===== src/rtl/fetch_stage.sv =====
// Instruction fetch stage with integrated IF/ID register: PC, imem req/ack handshake,
// stall hold buffer and branch redirect. Optional FETCH_MISALIGN_TRAP_EN adds misalign_err / S_TRAP.
module fetch_stage #(
    parameter logic [31:0] RESET_PC  = 32'h0000_0000,
    parameter logic [31:0] NOP_INSTR = 32'h0000_0013
) (
    input  logic        clk,
    input  logic        rst_n,
    output logic        imem_req,
    output logic [31:0] imem_addr,
    input  logic        imem_ack,
    input  logic [31:0] imem_rdata,
    input  logic        stall,
    input  logic        branch_taken,
    input  logic [31:0] branch_target,
    output logic [31:0] instr_out,
    output logic [31:0] pc_out,
`ifdef FETCH_MISALIGN_TRAP_EN
    output logic        misalign_err,
`endif
    output logic        valid_out
);

`ifdef FETCH_MISALIGN_TRAP_EN
    typedef enum logic [2:0] {
        S_IDLE  = 3'd0,
        S_WAIT  = 3'd1,
        S_HOLD  = 3'd2,
        S_DRAIN = 3'd3,
        S_TRAP  = 3'd4
    } state_t;
`else
    typedef enum logic [2:0] {
        S_IDLE  = 3'd0,
        S_WAIT  = 3'd1,
        S_HOLD  = 3'd2,
        S_DRAIN = 3'd3
    } state_t;
`endif

    state_t      state_reg, state_next;
    logic [31:0] pc_reg, pc_next;
    logic [31:0] drain_addr_reg, drain_addr_next;
    logic [31:0] hold_instr_reg, hold_instr_next;
    logic [31:0] hold_pc_reg, hold_pc_next;
    logic [31:0] instr_reg, instr_next;
    logic [31:0] pc_out_reg, pc_out_next;
    logic        valid_reg, valid_next;
    logic        err_reg, err_next;

    logic        deliver;
    logic [31:0] deliver_instr;
    logic [31:0] deliver_pc;
    logic [31:0] target;
    logic        halted;
    logic        trap;

    always_ff @(posedge clk or negedge rst_n) begin
        if (!rst_n) begin
            state_reg      <= S_IDLE;
            pc_reg         <= RESET_PC;
            drain_addr_reg <= RESET_PC;
            hold_instr_reg <= NOP_INSTR;
            hold_pc_reg    <= 32'h0;
            instr_reg      <= NOP_INSTR;
            pc_out_reg     <= 32'h0;
            valid_reg      <= 1'b0;
            err_reg        <= 1'b0;
        end else begin
            state_reg      <= state_next;
            pc_reg         <= pc_next;
            drain_addr_reg <= drain_addr_next;
            hold_instr_reg <= hold_instr_next;
            hold_pc_reg    <= hold_pc_next;
            instr_reg      <= instr_next;
            pc_out_reg     <= pc_out_next;
            valid_reg      <= valid_next;
            err_reg        <= err_next;
        end
    end

    always_comb begin
        state_next      = state_reg;
        pc_next         = pc_reg;
        drain_addr_next = drain_addr_reg;
        hold_instr_next = hold_instr_reg;
        hold_pc_next    = hold_pc_reg;
        instr_next      = instr_reg;
        pc_out_next     = pc_out_reg;
        valid_next      = valid_reg;
        err_next        = err_reg;
        deliver         = 1'b0;
        deliver_instr   = imem_rdata;
        deliver_pc      = pc_reg;
        target          = branch_target & 32'hFFFF_FFFC;
`ifdef FETCH_MISALIGN_TRAP_EN
        halted          = (state_reg == S_TRAP);
        trap            = |branch_target[1:0];
`else
        halted          = 1'b0;
        trap            = 1'b0;
`endif

        // Redirect outranks stall and ack; the IF/ID contents are flushed either way.
        if (branch_taken && !halted) begin
            pc_next         = target;
            hold_instr_next = NOP_INSTR;
            instr_next      = NOP_INSTR;
            valid_next      = 1'b0;
            if (trap) begin
`ifdef FETCH_MISALIGN_TRAP_EN
                state_next = S_TRAP;
                err_next   = 1'b1;
`endif
            end else begin
                case (state_reg)
                    S_WAIT: begin
                        if (!imem_ack) begin
                            drain_addr_next = pc_reg;
                            state_next      = S_DRAIN;
                        end else begin
                            state_next = S_WAIT;
                        end
                    end
                    S_DRAIN: state_next = imem_ack ? S_WAIT : S_DRAIN;
                    default: state_next = S_WAIT;
                endcase
            end
        end else begin
            case (state_reg)
                S_IDLE: state_next = S_WAIT;
                S_WAIT: begin
                    if (imem_ack) begin
                        if (stall) begin
                            hold_instr_next = imem_rdata;
                            hold_pc_next    = pc_reg;
                            state_next      = S_HOLD;
                        end else begin
                            deliver = 1'b1;
                            pc_next = pc_reg + 32'd4;
                        end
                    end
                end
                S_HOLD: begin
                    if (!stall) begin
                        deliver       = 1'b1;
                        deliver_instr = hold_instr_reg;
                        deliver_pc    = hold_pc_reg;
                        pc_next       = pc_reg + 32'd4;
                        state_next    = S_WAIT;
                    end
                end
                S_DRAIN: begin
                    if (imem_ack) state_next = S_WAIT;
                end
                default: state_next = state_reg;
            endcase

            if (!stall) begin
                if (deliver) begin
                    instr_next  = deliver_instr;
                    pc_out_next = deliver_pc;
                    valid_next  = 1'b1;
                end else begin
                    instr_next = NOP_INSTR;
                    valid_next = 1'b0;
                end
            end
        end

        // While draining, the killed request keeps its original address on the bus.
        imem_req  = (state_reg == S_WAIT) || (state_reg == S_DRAIN);
        imem_addr = (state_reg == S_DRAIN) ? drain_addr_reg : pc_reg;
    end

    assign instr_out = instr_reg;
    assign pc_out    = pc_out_reg;
    assign valid_out = valid_reg;
`ifdef FETCH_MISALIGN_TRAP_EN
    assign misalign_err = err_reg;
`endif

endmodule


===== config.mk =====
export PLATFORM = sky130hd
export DESIGN_NAME = fetch_stage
export DESIGN_NICKNAME = d
export VERILOG_FILES = /design/src/rtl/fetch_stage.sv
export SDC_FILE = /design/constraint.sdc
export NUM_CORES = 1
export LEC_CHECK = 0
export CAP_MARGIN = 10
export CORE_AREA = 2 2 140 142
export CTS_CLUSTER_DIAMETER = 40
export DETAILED_ROUTE_END_ITERATION = 10
export DIE_AREA = 0 0 142 144
export DONT_BUFFER_PORTS = 1
export GPL_TIMING_DRIVEN = 1
export PLACE_DENSITY = 0.63
export SETUP_SLACK_MARGIN = 0.1
export SYNTH_ARGS = -nofsm -noshare
export SYNTH_HDL_FRONTEND = slang
export SYNTH_SLANG_ARGS = --single-unit

===== constraint.sdc =====
create_clock -name clk -period 2.7 [get_ports clk]
set_input_delay 0.135 -clock clk [delete_from_list [all_inputs] [get_ports clk]]
set_output_delay 0.135 -clock clk [all_outputs]
set_load 0.005 [all_outputs]

==> reports/metrics.cfg, run 1 <==
[clock_network]
clockRootBuffer=clkbuf_16
htree_levels=4
cts_hold_repair.buffers=68
post_cts_buffers=0
clk_path_buf_depth=2
clk_pin_slew_ns=0.08
cts_sinks=187
cts-buffers-inserted=17
clk-insertion-delay-late_ns=0.44
cts_resized=0
cts_tree=built

[drt]
routed_wl_mm=21.25
via_count=6330
drc=0
ant_nets=0
drt_iter0_drc=298
wl_per_cell_um=19.16
first_pass_iters=4
viasPerCell=5.708

[grt]
grt_pass1_wl_mm=34.04
grt_use_met1_pct=27.61
grt.met3_usage_pct=4.172
grt_antenna_before_repair=0
grt_max_degree=188
grt_use_total_pct=21.35
grt_pass1_vias=6374
busiest_layer=met2
globalRouteMet2Util_pct=35.88
overflow=0

[synth]
ys_ff_latch=187
syn_area_per_cell_um2=10.43
synthCells=826
yosysSeqAreaShare_pct=54.38
ys_async_sr_fraction_pct=100.0
netlist_area_um2=8618
synth-main-ff-cell=dfrtp_1
synth_edf_count=0
ys_types=46
ys.warnings.count=0

[finish]
area_growth_pct=17.65
multi_input_area_um2=3625
n_antenna_cell=0
nets=932
final_layout_size_suffix_gt1_share_pct=13.32
final_cell_mix=dfrtp_1, nand2_1, o21ai_0
layout_commonest_cell=dfrtp_1
fill_cells=1637
final_util_pct=53.14
regArea_um2=4687

[place]
gp_congestion=0.8372
dpl.hpwl_mm=13.62
io_buffer_count=0

[worst_setup_path]
start_kind=register
required_ns=3.06
cp.arrival_ns=2.86
crit_path_end_kind=register
criticalPathCategory=register to register
path_max_fanout=18

[floorplan]
placement_rows=51
ios=167
die_h_um=144
dieWidth_um=142
die_area_um2=20450
start_util_pct=45.17
core_um2=19080

[hold_path]
hold_path.class=primary input to async pin

[sta]
tns_ns=0
tightestPinTransition_ns=0.6452
slew_headroom_pct=56.87
fin_crit_sh_pct=92.58
slew_viol_final=0
rsz0062_at_grt=false
period_needed_ns=2.500
fin_skew_ns=0.01318
setup_viol=0
fmax_ghz=0.4001
finalHoldViolations=187
holdWs_ns=-0.6090

[power_and_ir_drop]
power_leakage_nw=4.333
power_per_cell_area_nw_per_um2=877.2
peakVddDrop_mv=0.4586

[run_status]
status=finished, violations left
violations=hold timing

[flow_run]
drv_cap=0

synth_stat cells (3+ instances only):
| master | instances | area share (%) |
|---|---|---|
| or3_1 | 10 | 0.73 |
| o22a_1 | 6 | 0.61 |
| inv_1 | 10 | 0.44 |
| o211ai_1 | 4 | 0.35 |
| mux2_2 | 53 | 6.9 |
| xnor2_1 | 11 | 1.1 |
| mux2i_1 | 61 | 7.1 |
| and4_1 | 4 | 0.41 |
| nand3_1 | 11 | 0.64 |
| buf_2 | 12 | 0.70 |
| nand4_1 | 7 | 0.51 |
| nand2_1 | 178 | 7.8 |
| nor3b_1 | 3 | 0.26 |
| buf_4 | 4 | 0.35 |
| nor2_1 | 15 | 0.65 |
| or4_1 | 12 | 1.0 |
| ha_1 | 5 | 0.73 |
| dfrtp_1 | 181 | 53 |
| clkbuf_1 | 52 | 2.3 |
| o21ai_0 | 94 | 5.5 |
| dfstp_2 | 6 | 1.8 |
| o31ai_1 | 7 | 0.61 |
| buf_1 | 5 | 0.22 |
| nor2b_1 | 3 | 0.22 |
| and3_1 | 3 | 0.22 |
| nor4_1 | 4 | 0.29 |
| a22o_1 | 29 | 2.9 |
| a31oi_1 | 13 | 0.94 |
metrics by stage:
stage                     power [mW]  hold WS (ns)  cell area (um^2)  setup WS [ns]  instances
after global placement         6.183       -0.1518              8830         0.3740       1009
after floorplan                5.664       -0.1606              8630         0.5886        829
after CTS                      8.998       -0.6309             10140         0.2768       1109
final                          8.894       -0.6090             10140         0.2004       1109
after global routing           9.428       -0.6394             10140         0.1180       1109
after detailed placement       6.331       -0.1523              8830         0.2966       1009
metal layers:
metal	part of all wire, %	vias to the layer above
met4	1.2	0
li1	-	2951
met3	4.8	22
met1	44	3201
met5	0	-
met2	50	156
worst paths after layout:
kind                                startpoint  slack, ns  cells past startpoint                 to
worst max-delay path                 pc_reg[2]       0.20                      5         pc_reg[26]
worst min-delay path                     rst_n      -0.61                      0         pc_out[11]
worst max register to register       pc_reg[2]       0.20                      5         pc_reg[26]
worst min register to register  hold_pc_reg[3]       0.48                      2     hold_pc_reg[3]
max in group asynchronous                rst_n       3.04                      0  hold_instr_reg[1]
min in group clk                  branch_taken       0.03                      3         pc_reg[14]
where the power goes:
part / internal [mW] / leakage, nW / switching (mW)
logic: 1.02 / 1.68 / 1.12
registers: 3.61 / 2.36 / 0.590
clock network: 1.27 / 0.300 / 1.28
total: 5.90 / 4.33 / 2.99
kinds of logic after synthesis:
group	after synthesis	share of synthesized area, %
mux	114	14.01
fa+ha+maj	5	0.7259
buf+inv	84	4.022
compound gates	166	12.12
other cells	1	0.04351
xor+xnor	11	1.118
simple gates	258	13.57
flops	187	54.38
cell type report:
class / instances / share of cell area, %
clock buffer: 17 / 4.195
sequential: 187 / 46.22
timing repair buffer: 84 / 8.613
tap: 238 / 2.937
inverter: 10 / 0.3702
clock inverter: 15 / 1.913
multi-input combinational: 558 / 35.75
worst max-delay path, stage by stage (launching register included):
cell,delay (ns)
dfrtp_1,0.49
ha_1,0.21
nand3b_1,0.25
or3_1,0.70
or4_1,0.59
a31oi_1,0.17
No activity file was read; power rests on OpenSTA's default activity.
==> run 2: changes to the inputs <==
==> constraint.sdc (replaced) <==
create_clock -name clk -period 2.7 [get_ports clk]
set_input_delay 0.54 -clock clk [delete_from_list [all_inputs] [get_ports clk]]
set_output_delay 0.54 -clock clk [all_outputs]
set_load 0.005 [all_outputs]
==> run 2 against run 1 <==
Compared with the run above:
- the run still ends with hold timing left
- power fell by 2.5%
- clock power down 3%
- critical path depth rose by 1
- register-to-register slack is essentially flat
- sequential share of layout area up 3.8 points
- die area stayed put
- non-clock buffer count fell by 69
- final area decreased by 7.6%
- largest cell class unchanged
==> reports/metrics.cfg, run 2 (synthesis results as in run 1) <==
[grt]
overflow=0
grt_use_total_pct=20.62
grt_pass1_wl_mm=32.82
grt_pass1_vias=6091
grt_antenna_before_repair=0
grt_max_degree=188

[drt]
via_count=6083
wl_per_cell_um=19.64
ant_nets=0
viasPerCell=5.849
drt_iter0_drc=363
drc=0
first_pass_iters=5
routed_wl_mm=20.42

[power_and_ir_drop]
peakVddDrop_mv=0.5138
power_leakage_nw=4.002
power_per_cell_area_nw_per_um2=925.1

[finish]
final_cell_mix=dfrtp_1, nand2_1, o21ai_0
fin_cells=1040
nets=863
fill_cells=1723
n_antenna_cell=0
final_layout_size_suffix_gt1_share_pct=14.21
area_growth_pct=8.754
layout_commonest_cell=dfrtp_1

[flow_run]
drv_cap=0

[clock_network]
cts-buffers-inserted=17
clk_path_buf_depth=2
htree_levels=4
cts_tree=built
cts_sinks=187
clockRootBuffer=clkbuf_16
clk-insertion-delay-late_ns=0.43
clk_pin_slew_ns=0.07

[hold_path]
hold_path.class=primary input to async pin

[worst_setup_path]
worst_r2r_endpoint=pc_reg[22]
crit_path_max_incr_delay_ns=0.67
rr_worst_depth=6
worst-path-stages=6
cp.arrival_ns=2.84
cp_cell_sequence=inv_1 -> ha_1 -> mux2i_1 -> or3_1 -> or4_1 -> a31oi_1
r2r_start=state_reg[1]
startpoint=state_reg[1]
path_delay_family=simple AND/OR/NAND/NOR gates
criticalPathCategory=register to register
crit_slowest_cell=or3_1
crit_path_end_kind=register
critPathCapture=pc_reg[22]
path_max_fanout=18
start_kind=register
required_ns=3.05
r2r_slack_ns=0.21
worst-path-buf-inv=1

[place]
io_buffer_count=0
dpl.hpwl_mm=13.12
dp.cells=1008
gp_congestion=0.8393

[sta]
holdWs_ns=-0.1986
fin_skew_ns=0.008511
period_needed_ns=2.491
tightestPinTransition_ns=0.9126
slew_headroom_pct=39.16
finalHoldViolations=181
tns_ns=0
slew_viol_final=0
fin_crit_sh_pct=92.28
fmax_ghz=0.4014
rsz0062_at_grt=false
setup_viol=0

[floorplan]
core_um2=19080
die_h_um=144
start_util_pct=45.17
ios=167
placement_rows=51
dieWidth_um=142
die_area_um2=20450

[run_status]
violations=hold timing
status=finished, violations left

==> run 2: cell types whose count changed in the layout (fill, tap and decap cells not counted), sizes merged <==
cell	delta
bufinv	+1
buf	-2
dlygate4sd3	-67
clkinv	-4
clkinvlp	+3
==> run 2: metrics by stage <==
stage / utilization (%) / hold WS, ns / area [um^2] / worst slack (ns) / power (mW)
after global routing: 49.12 / -0.2211 / 9373 / 0.1075 / 9.233
after CTS: 49.12 / -0.2138 / 9373 / 0.2420 / 8.766
after detailed placement: 46.04 / 0.2526 / 8785 / 0.2937 / 6.268
after global placement: 46.04 / 0.2526 / 8785 / 0.3558 / 6.156
after floorplan: - / 0.2444 / 8630 / 0.5886 / 5.664
final: 49.12 / -0.1986 / 9373 / 0.2086 / 8.671
==> run 2: cell type report <==
cell class | count | area, um^2 | area share [%]
Multi-Input combinational cell | 558 | 3635 | 38.78
Sequential cell | 187 | 4687 | 50.01
Inverter | 10 | 37.54 | 0.4005
Timing Repair Buffer | 15 | 137.6 | 1.468
Clock inverter | 15 | 152.6 | 1.629
Tap cell | 238 | 297.8 | 3.177
Clock buffer | 17 | 425.4 | 4.539
==> run 2: worst min path at each step <==
stage	end	slack [ns]	cells past startpoint
floorplan	drain_addr_reg[10]	0.24	0
global placement	pc_out[3]	0.25	0
detailed placement	pc_out[3]	0.25	0
CTS	instr_out[13]	-0.21	0
global route	drain_addr_reg[15]	-0.22	0
finish	pc_out[7]	-0.20	0
==> run 2: per-layer routing <==
layer / vias up / wire, um / global-route usage [%]
met5: - / 0 / 0
met4: 0 / 479 / 7.737
li1: 2814 / - / -
met3: 35 / 1407 / 5.397
met1: 3025 / 8954 / 27.49
met2: 209 / 9582 / 32.55
==> run 2: repair_timing <==
item	4_1_cts	5_1_grt
hold endpoints to repair	187	187
buffers inserted	0	0
resized for setup	1	0
endpoints found under the setup margin	31	0
==> run 2: power by group <==
group	switching [mW]	internal (mW)
Combinational	1.05	0.944
Sequential	0.586	3.61
Clock	1.17	1.30
==> run 3: changes to the inputs <==
--- a/config.mk
+++ b/config.mk
@@ -5,14 +5,14 @@
 export SDC_FILE = /design/constraint.sdc
 export NUM_CORES = 1
 export LEC_CHECK = 0
+export BUFFER_PORTS_ARGS = -buffer_cell sky130_fd_sc_hd__buf_2
 export CAP_MARGIN = 10
 export CORE_AREA = 2 2 140 142
 export CTS_CLUSTER_DIAMETER = 40
 export DETAILED_ROUTE_END_ITERATION = 10
 export DIE_AREA = 0 0 142 144
-export DONT_BUFFER_PORTS = 1
 export GPL_TIMING_DRIVEN = 1
-export PLACE_DENSITY = 0.63
+export PLACE_DENSITY = 0.71
 export SETUP_SLACK_MARGIN = 0.1
 export SYNTH_ARGS = -nofsm -noshare
 export SYNTH_HDL_FRONTEND = slang
==> run 3 against run 2 <==
Compared with the run above:
- the run now ends clean
- final area rose by 9.4%
- utilization up 4.6 points
- first-iteration DRC count rose by 6.6%
- sequential cell count unchanged
- critical path depth shrank 3
- largest cell class unchanged
- non-clock buffer count is 166 higher
- register-to-register slack better by 0.05 ns
==> reports/metrics.cfg, run 3 (synthesis results as in run 1) <==
[sta]
fmax_ghz=0.3998
finalHoldViolations=0
setup_viol=0
period_needed_ns=2.501
fin_skew_ns=0.008773
rsz0062_at_grt=true
tns_ns=0
fin_crit_sh_pct=92.64
slew_headroom_pct=38.99
tightestPinTransition_ns=0.9151
slew_viol_final=0

[clock_network]
cts-buffers-inserted=17
clk_pin_slew_ns=0.07
clk-insertion-delay-late_ns=0.43
htree_levels=4
clockRootBuffer=clkbuf_16
cts_sinks=187
cts_hold_repair.buffers=0
clk_path_buf_depth=2
cts_tree=built

[drt]
ant_nets=0
first_pass_iters=5
viasPerCell=5.424
drt_iter0_drc=387
drc=0
via_count=6547
wl_per_cell_um=17.07
routed_wl_mm=20.60

[flow_run]
drv_cap=0

[finish]
layout_commonest_cell=dfrtp_1
fill_cells=1705
area_growth_pct=18.93
nets=1029
final_cell_mix=dfrtp_1, nand2_1, buf_2
final_layout_size_suffix_gt1_share_pct=29.03
fin_cells=1207

[floorplan]
ios=167
placement_rows=51
die_area_um2=20450
core_um2=19080
start_util_pct=45.17
die_h_um=144
dieWidth_um=142

[run_status]
status=finished clean

[grt]
grt_pass1_vias=6368
grt_pass1_wl_mm=33.22
grt_max_degree=94
grt_antenna_before_repair=1
overflow=0
grt_use_total_pct=20.72

[worst_setup_path]
crit_path_end_kind=output port
criticalPathCategory=register to output port
crit_slowest_cell=ha_4
path_delay_family=adder cells
crit_path_max_incr_delay_ns=0.53
worst-path-buf-inv=1
cp_cell_sequence=ha_4 -> mux2_2 -> buf_2
start_kind=register
cp.arrival_ns=1.96
path_max_fanout=37
required_ns=2.16

[power_and_ir_drop]
power_leakage_nw=4.734
power_per_cell_area_nw_per_um2=891.4
power.total_mw=9.137
peakVddDrop_mv=0.4877

[place]
gp_congestion=0.8037
dp.cells=1174
dpl.hpwl_mm=13.42
io_buffer_count=160

[hold_path]
hold_path.class=primary input to async pin

-- run 3: cell count changes in the layout (fill, tap and decap cells not counted), sizes merged --
cell      before  now
buf           15  180
clkinv         4    7
clkinvlp       3    1
bufinv         1    0
clkbuf        17   18
diode          0    1
-- run 3: worst paths after layout --
check	endpoint	start	cells past startpoint	slack (ns)
worst max-delay path	imem_addr[28]	state_reg[1]	3	0.20
worst min-delay path	pc_out[7]	rst_n	1	0.12
worst max register to register	pc_reg[27]	state_reg[1]	6	0.26
worst min register to register	pc_out[29]	pc_out[29]	2	0.47
max in group asynchronous	instr_out[4]	rst_n	2	1.86
min in group clk	pc_reg[11]	branch_target[11]	3	0.32
-- run 3: power by group --
part | switching [mW] | internal (mW) | leakage, nW
sequential | 0.486 | 3.61 | 2.36
clock | 1.21 | 1.24 | 0.282
combinational | 1.31 | 1.28 | 2.10
-- run 3: through the flow --
step / util, % / hold slack [ns] / area, um^2 / setup slack [ns]
CTS: 53.68 / 0.1348 / 10240 / 0.1648
finish: 53.72 / 0.1172 / 10250 / 0.1986
global placement: 50.59 / 0.4555 / 9652 / 0.2967
floorplan: - / 0.2444 / 8630 / 0.5886
global route: 53.71 / 0.1434 / 10250 / 0.08512
detailed placement: 50.59 / 0.4607 / 9652 / 0.2447
-- run 3: what timing repair did --
action	in CTS	in global routing
setup buffers	0	0
gates resized for setup	1	1
endpoints found under the setup margin	31	9
-- run 3: cell type report --
cell class                      instances  area (um^2)  area share [%]
Clock inverter                         15        155.1           1.514
Timing Repair Buffer                  181         1005           9.802
Clock buffer                           17        425.4           4.150
Tap cell                              238        297.8           2.905
Multi-Input combinational cell        558         3640           35.51
Sequential cell                       187         4687           45.73
Antenna cell                            1        2.502         0.02441
Inverter                               10        37.54          0.3662
-- run 3: routing by layer --
| layer | up-vias | global-route usage, % | wire length, um |
|---|---|---|---|
| li1 | 3156 | - | - |
| met1 | 3183 | 28.04 | 9357 |
| met2 | 188 | 33.97 | 9912 |
| met3 | 20 | 3.907 | 1021 |
| met4 | 0 | 6.632 | 312 |
| met5 | - | 0 | 0 |
-- run 3: worst register-to-register path, stage by stage (launching register included) --
cell	delay [ns]
dfrtp_1	0.47
inv_1	0.09
ha_1	0.21
mux2i_1	0.18
or3_1	0.65
or4_1	0.55
o211ai_1	0.20
